--- src/rtl/pet_cmd_scheduler_pkg.sv ---
// pet_cmd_scheduler_pkg: shared state encodings, pend bit indices and test-code limits
// for the pet command scheduler.
package pet_cmd_scheduler_pkg;
   typedef enum logic [2:0] {ST_IDLE, ST_ISSUE, ST_GAP, ST_TSEL, ST_TCOMMIT} state_t;
   localparam int P_PLAY  = 0;
   localparam int P_FEED  = 1;
   localparam int P_SLEEP = 2;
   localparam int P_AWAKE = 3;
   localparam logic [3:0] TC_FIRST = 4'd1;
   localparam logic [3:0] TC_LAST  = 4'd9;
   // One-hot of the highest-priority pending command (awake > sleep > feed > play).
   function automatic logic [3:0] pick_prio(input logic [3:0] pend);
      pick_prio = pend[P_AWAKE] ? 4'b1000 : pend[P_SLEEP] ? 4'b0100 :
                  pend[P_FEED]  ? 4'b0010 : pend[P_PLAY]  ? 4'b0001 : 4'b0000;
   endfunction
endpackage

--- src/rtl/btn_conditioner.sv ---
// btn_conditioner: 2-FF synchroniser, debounce and rise detect for one raw input.
module btn_conditioner #(
   parameter int DEB_CYC = 50000
) (
   input  logic clk,
   input  logic rst,
   input  logic i_raw,
   output logic o_level,
   output logic o_rise
);
   localparam int CW = $clog2(DEB_CYC + 1);
   logic r_s1, r_s2, r_level, r_rise;
   logic [CW-1:0] r_cnt;
   logic w_diff, w_flip;
   assign w_diff = r_s2 ^ r_level;
   assign w_flip = w_diff && (r_cnt == CW'(DEB_CYC - 1));
   always_ff @(posedge clk or posedge rst)
      if (rst) begin
         r_s1    <= 1'b0;
         r_s2    <= 1'b0;
         r_cnt   <= '0;
         r_level <= 1'b0;
         r_rise  <= 1'b0;
      end else begin
         r_s1    <= i_raw;
         r_s2    <= r_s1;
         r_cnt   <= (w_diff && !w_flip) ? r_cnt + 1'b1 : '0;
         r_level <= w_flip ? ~r_level : r_level;
         r_rise  <= w_flip && !r_level;
      end
   assign o_level = r_level;
   assign o_rise  = r_rise;
endmodule

--- src/rtl/pet_cmd_scheduler.sv ---
// pet_cmd_scheduler: conditions buttons, queues presses and issues stretched commands
// and test-mode selections to the pet core.
module pet_cmd_scheduler
   import pet_cmd_scheduler_pkg::*;
#(
   parameter int DEB_CYC      = 50000,
   parameter int CMD_HOLD     = 100000,
   parameter int GAP_CYC      = 1000,
   parameter int TSEL_TIMEOUT = 5000000
) (
   input  logic       clk,
   input  logic       rst,
   input  logic       btn_sleep,
   input  logic       btn_awake,
   input  logic       btn_feed,
   input  logic       btn_play,
   input  logic       btn_test,
   input  logic       giro_raw,
   output logic       cmd_sleep,
   output logic       cmd_awake,
   output logic       cmd_feed,
   output logic       cmd_play,
   output logic       giro,
   output logic       test_level,
   output logic [3:0] pulse_test,
   output logic       busy
);
   localparam int HW = $clog2(CMD_HOLD + 1);
   localparam int GW = $clog2(GAP_CYC + 1);
   localparam int TW = $clog2(TSEL_TIMEOUT + 1);
   localparam int B_TEST = 4;
   localparam int B_GIRO = 5;

   logic [5:0] w_raw, w_lvl, w_rise;
   logic       w_unused;
   state_t     r_state, w_state_n;
   logic [3:0] r_pend, w_pend_n, r_cmd, w_cmd_n, r_sel, w_sel_n, r_pulse, w_pulse_n;
   logic [3:0] w_pick, w_sel_inc, w_commit;
   logic [HW-1:0] r_hold, w_hold_n;
   logic [GW-1:0] r_gap, w_gap_n;
   logic [TW-1:0] r_tout, w_tout_n;
   logic       r_test, r_busy;

   // Bits 3:0 line up with the pend vector so rises can be OR-ed in directly.
   assign w_raw[P_PLAY]  = btn_play;
   assign w_raw[P_FEED]  = btn_feed;
   assign w_raw[P_SLEEP] = btn_sleep;
   assign w_raw[P_AWAKE] = btn_awake;
   assign w_raw[B_TEST]  = btn_test;
   assign w_raw[B_GIRO]  = giro_raw;

   for (genvar i = 0; i < 6; i++) begin : g_btn
      btn_conditioner #(.DEB_CYC(DEB_CYC)) u_btn (
         .clk(clk), .rst(rst), .i_raw(w_raw[i]), .o_level(w_lvl[i]), .o_rise(w_rise[i])
      );
   end
   assign w_unused = ^{w_lvl[4:0], w_rise[B_GIRO]};

   assign w_pick    = pick_prio(r_pend);
   assign w_sel_inc = (r_sel == TC_LAST) ? TC_FIRST : r_sel + 4'd1;
   // A feed and awake in the same cycle commit the already-incremented code.
   assign w_commit  = w_rise[P_FEED] ? w_sel_inc : r_sel;

   always_comb begin
      w_state_n = r_state;
      w_pend_n  = (r_state == ST_TSEL || r_state == ST_TCOMMIT) ? r_pend : r_pend | w_rise[3:0];
      w_cmd_n   = r_cmd;
      w_sel_n   = r_sel;
      w_pulse_n = r_pulse;
      w_hold_n  = r_hold;
      w_gap_n   = r_gap;
      w_tout_n  = r_tout;
      case (r_state)
         ST_IDLE:
            if (w_rise[B_TEST]) begin
               w_state_n = ST_TSEL;
               w_pend_n  = '0;
               w_sel_n   = '0;
               w_tout_n  = '0;
            end else if (|r_pend) begin
               w_state_n = ST_ISSUE;
               w_pend_n  = w_pend_n & ~w_pick;
               w_cmd_n   = w_pick;
               w_hold_n  = HW'(CMD_HOLD - 1);
            end
         ST_ISSUE:
            if (r_hold == '0) begin
               w_state_n = ST_GAP;
               w_cmd_n   = '0;
               w_gap_n   = GW'(GAP_CYC - 1);
            end else w_hold_n = r_hold - 1'b1;
         ST_GAP:
            if (r_gap == '0) w_state_n = ST_IDLE;
            else w_gap_n = r_gap - 1'b1;
         ST_TSEL:
            if (w_rise[P_AWAKE] && w_commit != '0) begin
               w_state_n = ST_TCOMMIT;
               w_pulse_n = w_commit;
               w_hold_n  = HW'(CMD_HOLD - 1);
            end else if (w_rise[P_FEED] || w_rise[P_AWAKE]) begin
               w_sel_n  = w_commit;
               w_tout_n = '0;
            end else if (r_tout == TW'(TSEL_TIMEOUT - 1)) begin
               w_state_n = ST_TCOMMIT;
               w_pulse_n = TC_FIRST;
               w_hold_n  = HW'(CMD_HOLD - 1);
            end else w_tout_n = r_tout + 1'b1;
         ST_TCOMMIT:
            if (r_hold == '0) begin
               w_state_n = ST_IDLE;
               w_pulse_n = '0;
            end else w_hold_n = r_hold - 1'b1;
         default: w_state_n = ST_IDLE;
      endcase
   end

   always_ff @(posedge clk or posedge rst)
      if (rst) begin
         r_state <= ST_IDLE;
         r_pend  <= '0;
         r_cmd   <= '0;
         r_sel   <= '0;
         r_pulse <= '0;
         r_hold  <= '0;
         r_gap   <= '0;
         r_tout  <= '0;
         r_test  <= 1'b0;
         r_busy  <= 1'b0;
      end else begin
         r_state <= w_state_n;
         r_pend  <= w_pend_n;
         r_cmd   <= w_cmd_n;
         r_sel   <= w_sel_n;
         r_pulse <= w_pulse_n;
         r_hold  <= w_hold_n;
         r_gap   <= w_gap_n;
         r_tout  <= w_tout_n;
         r_test  <= (w_state_n == ST_TSEL);
         r_busy  <= (w_state_n != ST_IDLE);
      end

   assign cmd_sleep  = r_cmd[P_SLEEP];
   assign cmd_awake  = r_cmd[P_AWAKE];
   assign cmd_feed   = r_cmd[P_FEED];
   assign cmd_play   = r_cmd[P_PLAY];
   assign giro       = w_lvl[B_GIRO];
   assign test_level = r_test;
   assign pulse_test = r_pulse;
   assign busy       = r_busy;
endmodule
--- config.mk ---
export PLATFORM = sky130hd
export DESIGN_NAME = pet_cmd_scheduler
export DESIGN_NICKNAME = d
export VERILOG_FILES = /design/src/rtl/pet_cmd_scheduler_pkg.sv /design/src/rtl/btn_conditioner.sv /design/src/rtl/pet_cmd_scheduler.sv
export SDC_FILE = /design/constraint.sdc
export NUM_CORES = 1
export LEC_CHECK = 0
export CAP_MARGIN = 20
export CORE_MARGIN = 2
export CORE_UTILIZATION = 55
export DETAILED_ROUTE_END_ITERATION = 7
export PLACE_DENSITY = 0.76
export SLEW_MARGIN = 40
export SYNTH_ARGS = -nofsm -noshare
export SYNTH_HDL_FRONTEND = slang
export SYNTH_HIERARCHICAL = 1
export SYNTH_SLANG_ARGS = --single-unit
export TNS_END_PERCENT = 50
--- constraint.sdc ---
create_clock -name clk -period 2.55 [get_ports clk]
set_input_delay 0.6375 -clock clk [delete_from_list [all_inputs] [get_ports clk]]
set_output_delay 0.6375 -clock clk [all_outputs]
set_load 0.005 [all_outputs]
# Word level (Yosys, flattened, before mapping)
# Cells that the tools add are included.
# totals
elab_cells,190
regBits,190
in_bits,8
output_inout_bits,11
# op_classes
reduce_logical,49
n_bitwise,15
eq_ne,25
n_addsub,10
mux,52
# op_table
op,count
2-to-1 mux 17 bit,6
"adder 16 x 1 -> 16 bit, second input constant",6
"equality test 16 bit, second input constant",6
2-to-1 mux 16 bit,6
2-to-1 mux 23 bit,4
2-to-1 mux 4 bit,16
one-hot mux 17 bit (3 select lines),1
one-hot mux 23 bit (2 select lines),1
2-to-1 mux 3 bit,9
one-hot mux 4 bit (2 select lines),3
"adder 23 x 1 -> 23 bit, second input constant",1
"equality test 23 bit, second input constant",1
2-to-1 mux 10 bit,2
one-hot mux 10 bit (2 select lines),1
logical AND 1 bit,18
zero test 17 bit,1
"subtractor 17 x 1 -> 17 bit, second input constant",1
AND reduction 4 bit,4
one-hot mux 3 bit (5 select lines),1
"inequality test 2 bit, second input constant",6
zero test 1 bit,11
zero test 10 bit,1
"subtractor 10 x 1 -> 10 bit, second input constant",1
"equality test 3 x 2 -> 1 bit, second input constant",3
other kinds (23),41

# Depth between registers and ports, before layout
# logic_depth
depth_word,9
depth_mapped,9
ltp_nobuf,8

# Modules after synthesis
# Netlist, hierarchy kept.
# by_module_without_submodules
mod,seq_area_each_um2,area_each_um2,instances,cells_per_inst
btn_conditioner,500.5,972.2,6,92
pet_cmd_scheduler,1776.7,3953.8,1,424

# Worst setup path after synthesis
# OpenSTA, ideal clock, no wires.
# synth_timing
path_type,reg2reg
from,reg r_tout[0]
to,"reg r_busy, in the netlist busy"
t_arrival_ns,1.994
n_path_buf,0
stages_incl_launch_ff,8
period_less_slack_ns,2.133
slack_ns,0.417
setup_ns,0.139
t_required_ns,2.411
cell_sequence,dfrtp_1 ha_1 and4_1 nand2_1 nor4_4 o21a_4 nand2_2 or4_1
# synth_via
elab_chain_cells,6
# synth_rtl
item,line,source
from (decl),pet_cmd_scheduler.sv:41,"logic [TW-1:0] r_tout, w_tout_n;"
from (signal assigned),pet_cmd_scheduler.sv:137,r_tout <= w_tout_n;
equality test 23 bit,pet_cmd_scheduler.sv:103,end else if (r_tout == TW'(TSEL_TIMEOUT - 1)) begin
2-to-1 mux 3 bit,pet_cmd_scheduler.sv:103,
2-to-1 mux 3 bit,pet_cmd_scheduler.sv:100,end else if (w_rise[P_FEED] || w_rise[P_AWAKE]) begin
2-to-1 mux 3 bit,pet_cmd_scheduler.sv:96,if (w_rise[P_AWAKE] && w_commit != '0) begin
one-hot mux 3 bit (5 select lines),pet_cmd_scheduler.sv:73,case (r_state)
nonzero test 3 bit,pet_cmd_scheduler.sv:139,r_busy <= (w_state_n != ST_IDLE);
to (signal assigned),pet_cmd_scheduler.sv:139,
to (decl),pet_cmd_scheduler.sv:42,"logic r_test, r_busy;"
# No other way between the ends.
# A chain may end at the register's enable or synchronous reset.

# Final worst setup path
# layout_timing
from,reg r_tout[0]
to,"reg r_pulse[0], in the netlist pulse_test[0]"
# layout_via
elab_chain_cells,3
# layout_rtl
item,line,source
equality test 23 bit,pet_cmd_scheduler.sv:103,
inequality test 3 x 1 -> 1 bit (no line),--,
AND reduction 4 bit (no line),--,
to (signal assigned),pet_cmd_scheduler.sv:134,r_pulse <= w_pulse_n;
to (decl),pet_cmd_scheduler.sv:37,"logic [3:0] r_pend, w_pend_n, r_cmd, w_cmd_n, r_sel, w_sel_n, r_pulse, w_pulse_n;"
# No other way between the ends.

==> run_results.csv <==
group,metric,value,unit
die,die_h,137,microns
synth,netlist_area,9720,sq um
timing,setup_viol,0,
critical_path,required,2880,ps
timing,slew_headroom,64.0,%
critical_path,rr_worst_depth,8,
cells_and_area,antenna_cells,0,
critical_path,worstPathMaxFanout,6,
cells_and_area,syn2layout_area_growth,8.95,%
timing,whs,348,ps
timing,finalSetupTns,0,ps
global_routing,busiest_layer,"met2",
drt,totalWireLength,18100,microns
place,pre_cts_ws,275,ps
critical_path,r2r_end,"pulse_test[0]",
place,gp_congestion,0.887,
critical_path,rr_startpoint,"r_tout[0]",
critical_path,setup.worst_path.start,"r_tout[0]",
clocking,cts_setup_buffers,0,
synth,yosys_warnings,6,
synth,netlist_instances,971,
clocking,clkTransAtPathRegs,70,ps
synth,syn_nets,989,
global_routing,grt_max_degree,72,
synth,syn_area_per_cell,10.0,sq um
critical_path,crit_path_end_kind,"flop",
clocking,tritoncts,"yes",
die,die_w,137,microns
cells_and_area,utilization,61.2,%
drt,dr.pass1.iters,5,
global_routing,grt_pass1_wl,31000,microns
global_routing,grtUsageTotal,20.6,%
job,drv_cap,0,
timing,fin_crit_sh,90.6,%
timing,period_needed,2310,ps
clocking,cts_made_buffers,17,
cells_and_area,seq_area,4750,sq um
global_routing,grt_pass1_vias,6674,
die,dieArea,18700,sq um
clocking,clock_sinks,190,
power_and_ir_drop,leakage,4.42,nW
global_routing,use_met2,33.9,%
clocking,cts_root_buf,"clkbuf_16",
critical_path,start_kind,"flop",
cells_and_area,fillCellCount,1409,
timing,max_freq,433,MHz
min_path,hp-class,"flop to flop",
drt,drt_iter0_drc,492,
timing,worstMarginPinSlew,539,ps
min_path,hold_depth,0,
clocking,postCtsHoldBufs,0,
critical_path,path_class,"flop to flop",
global_routing,use_met3,5.11,%
die,rows,48,
cells_and_area,multi_input_area,4570,sq um
global_routing,antenna_found_initial,0,
drt,detail-route-antenna-nets,0,
drt,route.detailed.drc,0,
min_path,hold_path_end,"g_btn[0].u_btn/r_s2",
die,core-area,17300,sq um
power_and_ir_drop,power.density,540,nW/um^2
die,start_util,56.2,%
timing,rsz0062_at_grt,"no",
clocking,clock_latency,440,ps
drt,via_per_inst,5.76,
clocking,htree_levels,4,
place,io_buffers,18,
cells_and_area,nets,1002,
global_routing,grt_overflow,0,
clocking,clockBufferDepth,2,
timing,worst_slack,240,ps
die,io_pins,19,
global_routing,use_met1,27.2,%
drt,wire_per_inst,14.8,microns
outcome,status,"complete, no violations",
timing,clock_skew,8.52,ps
critical_path,cp_data_arrival_time,2640,ps
cells_and_area,drive_gt1_share,10.6,%
timing,maxSlewViolCount,0,
timing,finalHoldViolCount,0,
place,hpwl,12300,microns
min_path,hold_start,"g_btn[0].u_btn/r_s1",
clocking,ctsResizeCount,0,
critical_path,regToRegSetupSlack,240,ps
power_and_ir_drop,ir_drop,0.000537,V
drt,dr_total_vias,7035,
-- per-stage QoR --
step | area, sq um | total power, mW | cells
after floorplan | 9720 | 3.22 | 971
after global placement | 10000 | 3.28 | 1190
after detailed placement | 10000 | 3.28 | 1190
after CTS | 10600 | 5.79 | 1222
after global routing | 10600 | 5.94 | 1222
final | 10600 | 5.72 | 1222
-- worst max-delay path, stage by stage, from the launching register on --
cell	delay (ps)
dfrtp_1	390
ha_1	210
and4_1	250
nand2_1	120
nor4_4	440
buf_4	230
o21a_1	140
a21oi_1	100
mux2_2	310
-- layer usage --
layer,vias up,part of all wire (%)
met4,0,1.4
met5,-,0
met2,93,48
met3,20,2.9
li1,3465,-
met1,3457,47
-- sequential cells by signal (all words and copies together) (netlist names) --
signal,cells
r_cmd,4
g_btn.u_btn/o_level,6
r_sel,4
pulse_test,4
test_level,1
g_btn.u_btn/r_s1,6
g_btn.u_btn/r_cnt,96
g_btn.u_btn/o_rise,5
r_hold,17
r_tout,23
g_btn.u_btn/r_s2,6
r_gap,10
busy,1
r_state,3
r_pend,4
-- cell type report --
type	count	area share, %
flip-flops and latches	190	44.9
multi-input cells	711	43.2
clock buffers	19	4.09
repair buffers	35	3.03
well taps	225	2.66
clock inverters	13	1.09
inverters	29	1.03
-- cells in the final DEF, fill, tap and decap left out, drive strengths merged, types with 19 or more instances in the layout --
cell	count
nand3	52
dfrtp	190
o21ai	24
nor2	148
a21oi	27
xnor2	92
clkbuf	19
nor3	42
nor4	43
nand4	42
inv	32
nand2	57
xor2	27
-- report_power, final --
group	switching, mW	total [mW]	internal (mW)	leakage, nW
Sequential	0.0298	3.08	3.05	2.61
Combinational	0.0982	0.143	0.0443	1.55
Clock	1.16	2.50	1.35	0.260
Total	1.29	5.72	4.44	4.42
-- how the worst max path moves through the flow --
stage / end / slack, ps / depth (start not counted)
after CTS: r_gap[5] / 240 / 6
final: pulse_test[0] / 240 / 8
after floorplan: busy / 120 / 1
after global routing: pulse_test[0] / 90 / 8
after global placement: r_gap[5] / 310 / 6
after detailed placement: r_gap[5] / 280 / 6
Note: power is estimated with default switching activity, not from simulation.
